[src/rtl/keypad_scanner.sv]
// keypad_scanner: scans a 4x4 active-low key matrix, debounces whole scans, reports last key press.
// Latency: key_word updates on the final sample of the accepting scan, at most (DEBOUNCE_SCANS+1)*4*SCAN_DIV+2 cycles after a clean press.
// Backpressure: none; the reader clears pending/overrun with a one-cycle rd_ack, and a coincident press wins.
//
// Ports:
//   data_clk  clock, all state on posedge
//   rst       asynchronous active-high reset
//   col_in    keypad columns, active-low, asynchronous to data_clk
//   rd_ack    one-cycle pulse, clears pending and overrun
//   row_out   active-low row drive, exactly one bit low
//   key_word  {pending, overrun, 25'b0, held, code[3:0]}
module keypad_scanner #(
  parameter int SCAN_DIV       = 50000,
  parameter int DEBOUNCE_SCANS = 4
) (
  input  logic        data_clk,
  input  logic        rst,
  input  logic [3:0]  col_in,
  input  logic        rd_ack,
  output logic [3:0]  row_out,
  output logic [31:0] key_word
);

  localparam int             SW        = $clog2(SCAN_DIV);
  localparam logic [SW-1:0]  SLOT_LAST = SW'(SCAN_DIV - 1);
  localparam logic [3:0]     DB        = 4'(DEBOUNCE_SCANS);

  // Scan result encoding: {kind[1:0], code[3:0]}; code is zero unless SINGLE.
  localparam logic [1:0] RES_NONE   = 2'd0;
  localparam logic [1:0] RES_SINGLE = 2'd1;
  localparam logic [1:0] RES_MULTI  = 2'd2;

  logic [3:0]       col_meta_q, col_sync_q;
  logic [SW-1:0]    slot_q, slot_d;
  logic [1:0]       row_q, row_d;
  logic [2:0][3:0]  samp_q, samp_d;    // column samples for rows 0..2 of the current scan
  logic [5:0]       prev_q, prev_d;
  logic [5:0]       deb_q, deb_d;
  logic [3:0]       cnt_q, cnt_d;
  logic             pending_q, pending_d;
  logic             overrun_q, overrun_d;
  logic             held_q, held_d;
  logic [3:0]       code_q, code_d;

  logic             slot_last, scan_done;
  logic [15:0]      down;
  logic [4:0]       n_down;
  logic [3:0]       one_idx;
  logic [5:0]       res;
  logic             accept;

  assign slot_last = (slot_q == SLOT_LAST);
  assign scan_done = slot_last && (row_q == 2'd3);

  // Row 3 is never stored: its sample is consumed directly in the same cycle.
  assign down = ~{col_sync_q, samp_q};

  always_comb begin
    n_down  = '0;
    one_idx = '0;
    for (int i = 0; i < 16; i++) begin
      if (down[i]) begin
        n_down  = n_down + 5'd1;
        one_idx = 4'(i);
      end
    end
  end

  always_comb begin
    if (n_down == 5'd0)      res = {RES_NONE, 4'd0};
    else if (n_down == 5'd1) res = {RES_SINGLE, one_idx};
    else                     res = {RES_MULTI, 4'd0};
  end

  always_comb begin
    slot_d    = slot_last ? '0 : slot_q + SW'(1);
    row_d     = slot_last ? row_q + 2'd1 : row_q;
    samp_d    = samp_q;
    prev_d    = prev_q;
    deb_d     = deb_q;
    cnt_d     = cnt_q;
    accept    = 1'b0;
    pending_d = pending_q & ~rd_ack;
    overrun_d = overrun_q & ~rd_ack;
    held_d    = held_q;
    code_d    = code_q;

    for (int r = 0; r < 3; r++) begin
      if (slot_last && row_q == 2'(r)) samp_d[r] = col_sync_q;
    end

    if (scan_done) begin
      prev_d = res;
      if (res == prev_q) cnt_d = (cnt_q == DB) ? cnt_q : cnt_q + 4'd1;
      else               cnt_d = 4'd1;
      // Acceptance only on the scan that brings the count up to the threshold.
      accept = (cnt_d == DB) && (res != deb_q);
      if (accept) deb_d = res;
    end

    if (accept) begin
      if (res[5:4] == RES_SINGLE) begin
        code_d    = res[3:0];
        held_d    = 1'b1;
        pending_d = 1'b1;
        overrun_d = pending_q & ~rd_ack;
      end else begin
        // NONE releases; MULTI is treated as ghosting and produces no event.
        held_d = 1'b0;
      end
    end
  end

  always_ff @(posedge data_clk or posedge rst) begin
    if (rst) begin
      col_meta_q <= 4'hF;
      col_sync_q <= 4'hF;
      slot_q     <= '0;
      row_q      <= 2'd0;
      samp_q     <= {3{4'hF}};
      prev_q     <= {RES_NONE, 4'd0};
      deb_q      <= {RES_NONE, 4'd0};
      cnt_q      <= 4'd0;
      pending_q  <= 1'b0;
      overrun_q  <= 1'b0;
      held_q     <= 1'b0;
      code_q     <= 4'd0;
    end else begin
      col_meta_q <= col_in;
      col_sync_q <= col_meta_q;
      slot_q     <= slot_d;
      row_q      <= row_d;
      samp_q     <= samp_d;
      prev_q     <= prev_d;
      deb_q      <= deb_d;
      cnt_q      <= cnt_d;
      pending_q  <= pending_d;
      overrun_q  <= overrun_d;
      held_q     <= held_d;
      code_q     <= code_d;
    end
  end

  assign row_out  = ~(4'b0001 << row_q);
  assign key_word = {pending_q, overrun_q, 25'd0, held_q, code_q};

endmodule
[config.mk]
export PLATFORM = sky130hd
export DESIGN_NAME = keypad_scanner
export DESIGN_NICKNAME = d
export VERILOG_FILES = /design/src/rtl/keypad_scanner.sv
export SDC_FILE = /design/constraint.sdc
export NUM_CORES = 1
export LEC_CHECK = 0
export ABC_AREA = 1
export CORE_AREA = 8 8 101 103
export CTS_CLUSTER_DIAMETER = 50
export DETAILED_ROUTE_END_ITERATION = 6
export DIE_AREA = 0 0 109 111
export HOLD_SLACK_MARGIN = 0.02
export PLACE_DENSITY_LB_ADDON = 0.3
export RECOVER_POWER = 25
export SYNTH_ARGS = -nofsm -noshare
export SYNTH_HDL_FRONTEND = slang
export SYNTH_SLANG_ARGS = --single-unit
[constraint.sdc]
create_clock -name data_clk -period 13.3 [get_ports data_clk]
set_input_delay 2.66 -clock data_clk [delete_from_list [all_inputs] [get_ports data_clk]]
set_output_delay 2.66 -clock data_clk [all_outputs]
set_load 0.05 [all_outputs]
==> results.py <==
metrics = {
    "clocking": {
        "tritoncts_buffers": 9,
        "clkTransAtPathRegs_ns": 0.07,
        "postCtsSetupRepairBufs": 0,
        "htree_num_levels": 3,
        "cts_tree": "built",
        "worstSkewPairLatency_ns": 0.33,
        "post_cts_resized": 0,
        "cts_hold_buf": 0,
        "cts_max_path_buffers": 2,
        "clkSinkCount": 60,
        "cts.root.buffer_cell": "sky130_fd_sc_hd__clkbuf_8",
    },
    "yosys": {
        "netlist.top_cell.by_area": "sky130_fd_sc_hd__dfrtp_1",
        "synth_largest_type_area_fraction": 0.205,
        "synthArstFlopShare": 1.00,
        "synth_flop_cell": "sky130_fd_sc_hd__dfrtp_1",
        "syn_avg_cell_area_um2": 6.66,
        "netlist_instances": 734,
        "netlist_area_um2": 4890,
        "synth.lib_cells_used.distinct": 39,
        "ys_top_cells_by_area": "sky130_fd_sc_hd__dfrtp_1 (20%), sky130_fd_sc_hd__nand2_1 (17%), sky130_fd_sc_hd__dfstp_2 (11%)",
        "yosysSeqAreaShare": 0.312,
        "synth-edff-count": 0,
        "ys_warn_count": 0,
        "synth_most_common_cell": "sky130_fd_sc_hd__nand2_1",
        "yosys-top-cells-count": "sky130_fd_sc_hd__nand2_1 (221), sky130_fd_sc_hd__inv_1 (130), sky130_fd_sc_hd__nor2_1 (58)",
        "ys_ff_latch": 60,
    },
    "floorplanning": {
        "die_area_um2": 12100,
        "core_area_um2": 8550,
        "top_level_ports": 43,
        "rows": 34,
        "die_h_um": 111,
        "floorplan.die.width_um": 109,
        "floorplan.initialDensity": 0.572,
    },
    "power_and_ir_drop": {
        "power.internal_mw": 0.328,
        "power_density_nw_per_um2": 80.9,
        "power.net_switching_mw": 0.101,
        "peakVddDrop_mv": 0.117,
        "leakage_power_summed_over_all_cells_nw": 2.96,
        "power.share.sequential": 0.434,
        "power.share.switching": 0.236,
        "power.clock.fraction": 0.471,
        "combinationalPowerShare": 0.095,
    },
    "finish": {
        "post_layout_nonfiller_instances": 868,
        "final_nets": 784,
        "area.growth.synth_to_final_pct": 8.42,
        "share_of_layout_cells_above_drive_strength_1": 0.129,
        "final_cell_area_um2": 5300,
        "antenna-diode-count": 0,
    },
    "detailed_routing": {
        "detailroute.via_count": 4312,
        "ant_nets_after_route": 0,
        "route.detailed.drc": 0,
        "totalWireLength_um": 9420,
        "initialDrtViolationCount": 111,
        "via_per_instance_ratio": 4.97,
        "wire_per_inst_um": 10.8,
        "drt_pass1_iterations": 5,
    },
    "timing": {
        "rsz0062_at_grt": "no",
        "final_min_period_over_clock_period": 0.794,
        "max_freq_mhz": 94.7,
        "finalMaxSlewViolations": 0,
        "max-slew-margin-rel": 0.518,
        "worst_clock_skew_on_the_final_layout_ns": 0.00848,
        "timing_hold_violations_final": 0,
        "postLayoutSetupSlackWorst_ns": 2.74,
        "finalHoldWorstSlack_ns": 0.355,
        "fin_setup_tns_ns": 0,
        "tightest_slew_ns": 0.722,
        "report.final.setup_viol": 0,
        "final_min_period_ns": 10.56,
    },
    "critical_path": {
        "critPathLaunchType": "flip-flop",
        "critical_path.max_fanout": 12,
        "worstSetupPathType": "flip-flop to flip-flop",
        "critical_path.top_delay_family": "simple AND/OR/NAND/NOR gates",
        "cpMaxStageDelayCell": "sky130_fd_sc_hd__dfstp_2",
        "combined_buffer_and_inverter_count_along_the_critical_path": 11,
        "cp_common_cell": "sky130_fd_sc_hd__nand2_1",
        "critPathArrivalTime_ns": 10.78,
        "crit_required_ns": 13.52,
        "cpPeakStageDelay_ns": 0.55,
        "setup.worst_path.end_class": "flip-flop",
    },
    "status": {
        "status": "finished clean",
    },
    "flow_run": {
        "timing.max_cap.violations": 0,
    },
    "placement": {
        "post_placement_cell_area_um2": 5050,
        "io_buffer_count": 17,
        "placement.setup.worst_slack_ns": 2.77,
        "placed_cells_incl_taps": 852,
        "dp_hpwl_um": 7460,
        "weighted_congestion_reported_at_the_end_of_routability_driven_placement": 0.861,
    },
    "global_route": {
        "first_pass_grt_wire_length_um": 17200,
        "grt_util_all_layers": 0.167,
        "grt_pass1_vias": 4191,
        "grt_antenna_before_repair": 0,
        "overflow": 0,
        "pin_count_of_the_biggest_net_entering_global_routing": 61,
    },
    "min_path": {
        "hp-class": "flip-flop to flip-flop",
    },
}
==> power by group through the flow <==
stage / Clock (mW) / Sequential [mW] / Combinational, mW
after floorplan: 0 / 0.189 / 0.0404
after global placement: 0 / 0.189 / 0.0400
after detailed placement: 0 / 0.189 / 0.0407
after CTS: 0.205 / 0.186 / 0.0409
after global routing: 0.215 / 0.186 / 0.0452
final: 0.202 / 0.186 / 0.0408
==> worst reg2reg max path: cells and delay by family (launching register included) <==
| family | cells | cell delay [ns] |
|---|---|---|
| AO/OA/AOI/OAI | 2 | 0.16 |
| adder cells (fa/ha/maj) | 14 | 3.90 |
| buffers and inverters | 11 | 0.71 |
| flip-flops | 1 | 0.55 |
| AND/OR/NAND/NOR | 38 | 5.15 |
==> routing by layer <==
| layer | up-vias | wire length [µm] | GRT usage |
|---|---|---|---|
| met2 | 74 | 4670 | 0.296 |
| met4 | 0 | 110 | 0.0603 |
| met1 | 1957 | 4250 | 0.194 |
| met3 | 13 | 385 | 0.0291 |
| met5 | - | 0 | 0 |
| li1 | 2268 | - | - |
==> kinds of logic after synthesis <==
group | synth area share
AO/OA/AOI/OAI | 0.0632
XOR/XNOR | 0.0215
adder cells (fa/ha/maj) | 0.0563
buffers and inverters | 0.154
flip-flops | 0.312
other | 0.000767
AND/OR/NAND/NOR | 0.392
==> final timing paths <==
kind	cells past startpoint	slack (ns)	end	startpoint
worst max-delay path	65	2.74	code_q[3]$_DFFE_PP0P_	samp_q[1]$_DFFE_PP1P_
worst min-delay path	0	0.35	col_sync_q[1]$_DFF_PP1_	col_meta_q[1]$_DFF_PP1_
worst max register to register	65	2.74	code_q[3]$_DFFE_PP0P_	samp_q[1]$_DFFE_PP1P_
max in group asynchronous	3	9.98	prev_q[4]$_DFFE_PP0P_	rst
min in group asynchronous	3	2.83	cnt_q[0]$_DFFE_PP0P_	rst
worst min register to register	0	0.35	col_sync_q[1]$_DFF_PP1_	col_meta_q[1]$_DFF_PP1_
==> flip-flops by register name, summed over array words and instances (netlist names) <==
name / flops
code_q: 4
slot_q: 16
samp_q: 12
col_meta_q: 4
held_q: 1
prev_q: 6
deb_q: 5
row_q: 2
pending_q: 1
overrun_q: 1
cnt_q: 4
col_sync_q: 4
==> layout by cell type, fill, tap and decap left out, types with 9 or more instances in the layout <==
cell type and n:
sky130_fd_sc_hd__clkdlybuf4s50_1 17, sky130_fd_sc_hd__nand2_1 221, sky130_fd_sc_hd__ha_1 22, sky130_fd_sc_hd__dfstp_2 20, sky130_fd_sc_hd__o21ai_0 35, sky130_fd_sc_hd__nor2_1 58
sky130_fd_sc_hd__xor2_1 9, sky130_fd_sc_hd__nand4_1 11, sky130_fd_sc_hd__conb_1 25, sky130_fd_sc_hd__nand3_2 10, sky130_fd_sc_hd__nand2_2 26, sky130_fd_sc_hd__nand3_1 57
sky130_fd_sc_hd__inv_1 129, sky130_fd_sc_hd__dfrtp_1 40, sky130_fd_sc_hd__clkbuf_8 11, sky130_fd_sc_hd__or2_2 9
==> final cells by class <==
cell class                      instances  area, µm²
Clock inverter                          4       95.1
Clock buffer                           12        155
Tap cell                              108        135
Fill cell                             757       3250
Sequential cell                        60       1530
Multi-Input combinational cell        530       2700
Timing Repair Buffer                   18        178
Inverter                              136        513
==> through the flow <==
step	utilization	power, mW
3_5_place_dp	0.591	0.230
5_1_grt	0.620	0.446
6_report	0.620	0.429
2_1_floorplan	-	0.229
4_1_cts	0.620	0.433
3_3_place_gp	0.591	0.229
No activity file was read; power rests on OpenSTA's default activity.
==> variant: new RTL, same flow settings <==
Change the parameter `SCAN_DIV` from 50000 to 25000.
--- a/src/rtl/keypad_scanner.sv
+++ b/src/rtl/keypad_scanner.sv
@@ -10,7 +10,7 @@
 //   row_out   active-low row drive, exactly one bit low
 //   key_word  {pending, overrun, 25'b0, held, code[3:0]}
 module keypad_scanner #(
-  parameter int SCAN_DIV       = 50000,
+  parameter int SCAN_DIV       = 25000,
   parameter int DEBOUNCE_SCANS = 4
 ) (
   input  logic        data_clk,
Behaviour: same outputs for any inputs over 10 cycles, from zero or initial values and one cycle with rst high; that may be too few to reach the edited logic, so the function may still have changed.
==> variant against the original RTL <==
  * Final area is 2.0% lower
  * Sequential cell count is 1 lower
  * Setup slack better by 0.067 ns
  * Wire length is 1.0% lower
  * Synthesized area is 0.56% lower
  * Maximum frequency is 0.64% higher
  * Clock power is 27% lower
  * Total power is 14% lower
  * Sequential share of layout area is 0.11 points higher
==> variant: results (changes against the original RTL) <==
Biggest registers after layout: slot_q x15, samp_q x12, prev_q x6 (was slot_q x16, samp_q x12, prev_q x6). Worst setup slack for register-to-register paths: 2.80 ns (was 2.74 ns). The run gives 4 (was 5) as the number of search-and-repair iterations in the first detailed-routing pass.

The routed length per placed instance was 10.8 um (about the same); the setup clock skew after layout was 0.00574 ns (was 0.00848 ns). The logs give 0.0000736 V (was 0.000117 V) for the maximum VDD drop and 2 (unchanged) for the worst-case clock buffer depth. Critical path arrival: 10.72 ns (was 10.78 ns). For the via count of the first global-routing pass, the log shows 4,099 (was 4,191).

The fraction of layout cells with a size suffix above 1 came out at 12.8% (was 12.9%). Top cells by area in the synthesized netlist: sky130_fd_sc_hd__dfrtp_1 20%, sky130_fd_sc_hd__nand2_1 17%, sky130_fd_sc_hd__dfstp_2 11% (unchanged). The logs give 4,273 (was 4,312) for the routed via count and 41 (was 39) for the distinct cell type count after synthesis. Static leakage: 2.92 nW (was 2.96 nW).

The tools report the HPWL reported at the end of detailed placement as 7530 um (was 7460 um). The combinational cell fraction of total power came out at 10.7% (was 9.5%). Total global routing track utilization: 16.4% (was 16.7%). The switching share of power was 26.5% (was 23.6%); the number of nets in the finished design was 781 (was 784). The relative max-transition margin was 52.9% (was 51.8%). The run gives 0 (unchanged) as the post-cts sizing count. The global placer's final weighted congestion is 0.877 (was 0.861). The run gives 244 (was 111) as the violation count after the first detailed-route iteration. The run finished with clean final reports. The power attributed to the clock group is 0.148 mW (was 0.202 mW).

The run gives 0.355 ns (about the same) as the worst hold margin. The total number of H-tree levels was 3 (unchanged); the worst-path maximum fanout was 21 (was 12). The post-route fraction of the period consumed by the critical path was 78.9% (was 79.4%).

The tools report the sequential element share of the synthesized area as 30.9% (was 31.2%).
variant: metrics by stage:
step | worst slack [ns] | std cells | instance area, um^2 | power, mW
floorplan | 3.86 | 758 | 4950 | 0.225
global placement | 3.23 | 849 | 5010 | 0.225
detailed placement | 2.84 | 849 | 5010 | 0.226
CTS | 2.80 | 865 | 5190 | 0.375
global route | 1.81 | 865 | 5190 | 0.387
finish | 2.80 | 865 | 5190 | 0.371
variant: logic make-up (layout without fill, tap and decap cells):
family / after synthesis / in the layout / share of synthesized area, %
compound gates: 64 / 64 / 7.36
xor+xnor: 5 / 5 / 0.900
fa+ha+maj: 22 / 22 / 5.66
buf+inv: 171 / 170 / 15.7
flops: 59 / 59 / 30.9
other cells: 1 / 25 / 0.0771
simple gates: 412 / 412 / 39.4
variant: layout make-up:
class	instances	area (um^2)
Tap cell	108	135
Timing Repair Buffer	18	178
Sequential cell	59	1500
Multi-Input combinational cell	528	2690
Inverter	136	510
Clock inverter	2	10.0
Clock buffer	14	173
Fill cell	801	3360
variant: layer usage:
metal,vias to the layer above,global-route usage [%],routed length [um]
li1,2280,-,-
met1,1929,19.8,4340
met2,54,28.6,4580
met3,10,2.79,285
met4,0,5.21,105
met5,-,0,0
variant: path summary, 6_finish.rpt:
kind                               startpoint            end  cells after the start
worst max-delay path                samp_q[1]      code_q[3]                     66
min in group asynchronous                 rst      slot_q[4]                      3
worst min register to register  col_meta_q[0]  col_sync_q[0]                      0
max in group asynchronous                 rst       row_q[0]                      3
worst min-delay path            col_meta_q[0]  col_sync_q[0]                      0
worst max register to register      samp_q[1]      code_q[3]                     66
variant: worst max-delay path: cells and delay by family (launching register included):
kind | cells | cell delay, ns
compound gates | 2 | 0.47
fa+ha+maj | 14 | 3.83
buf+inv | 9 | 0.52
flops | 1 | 0.55
simple gates | 41 | 4.99
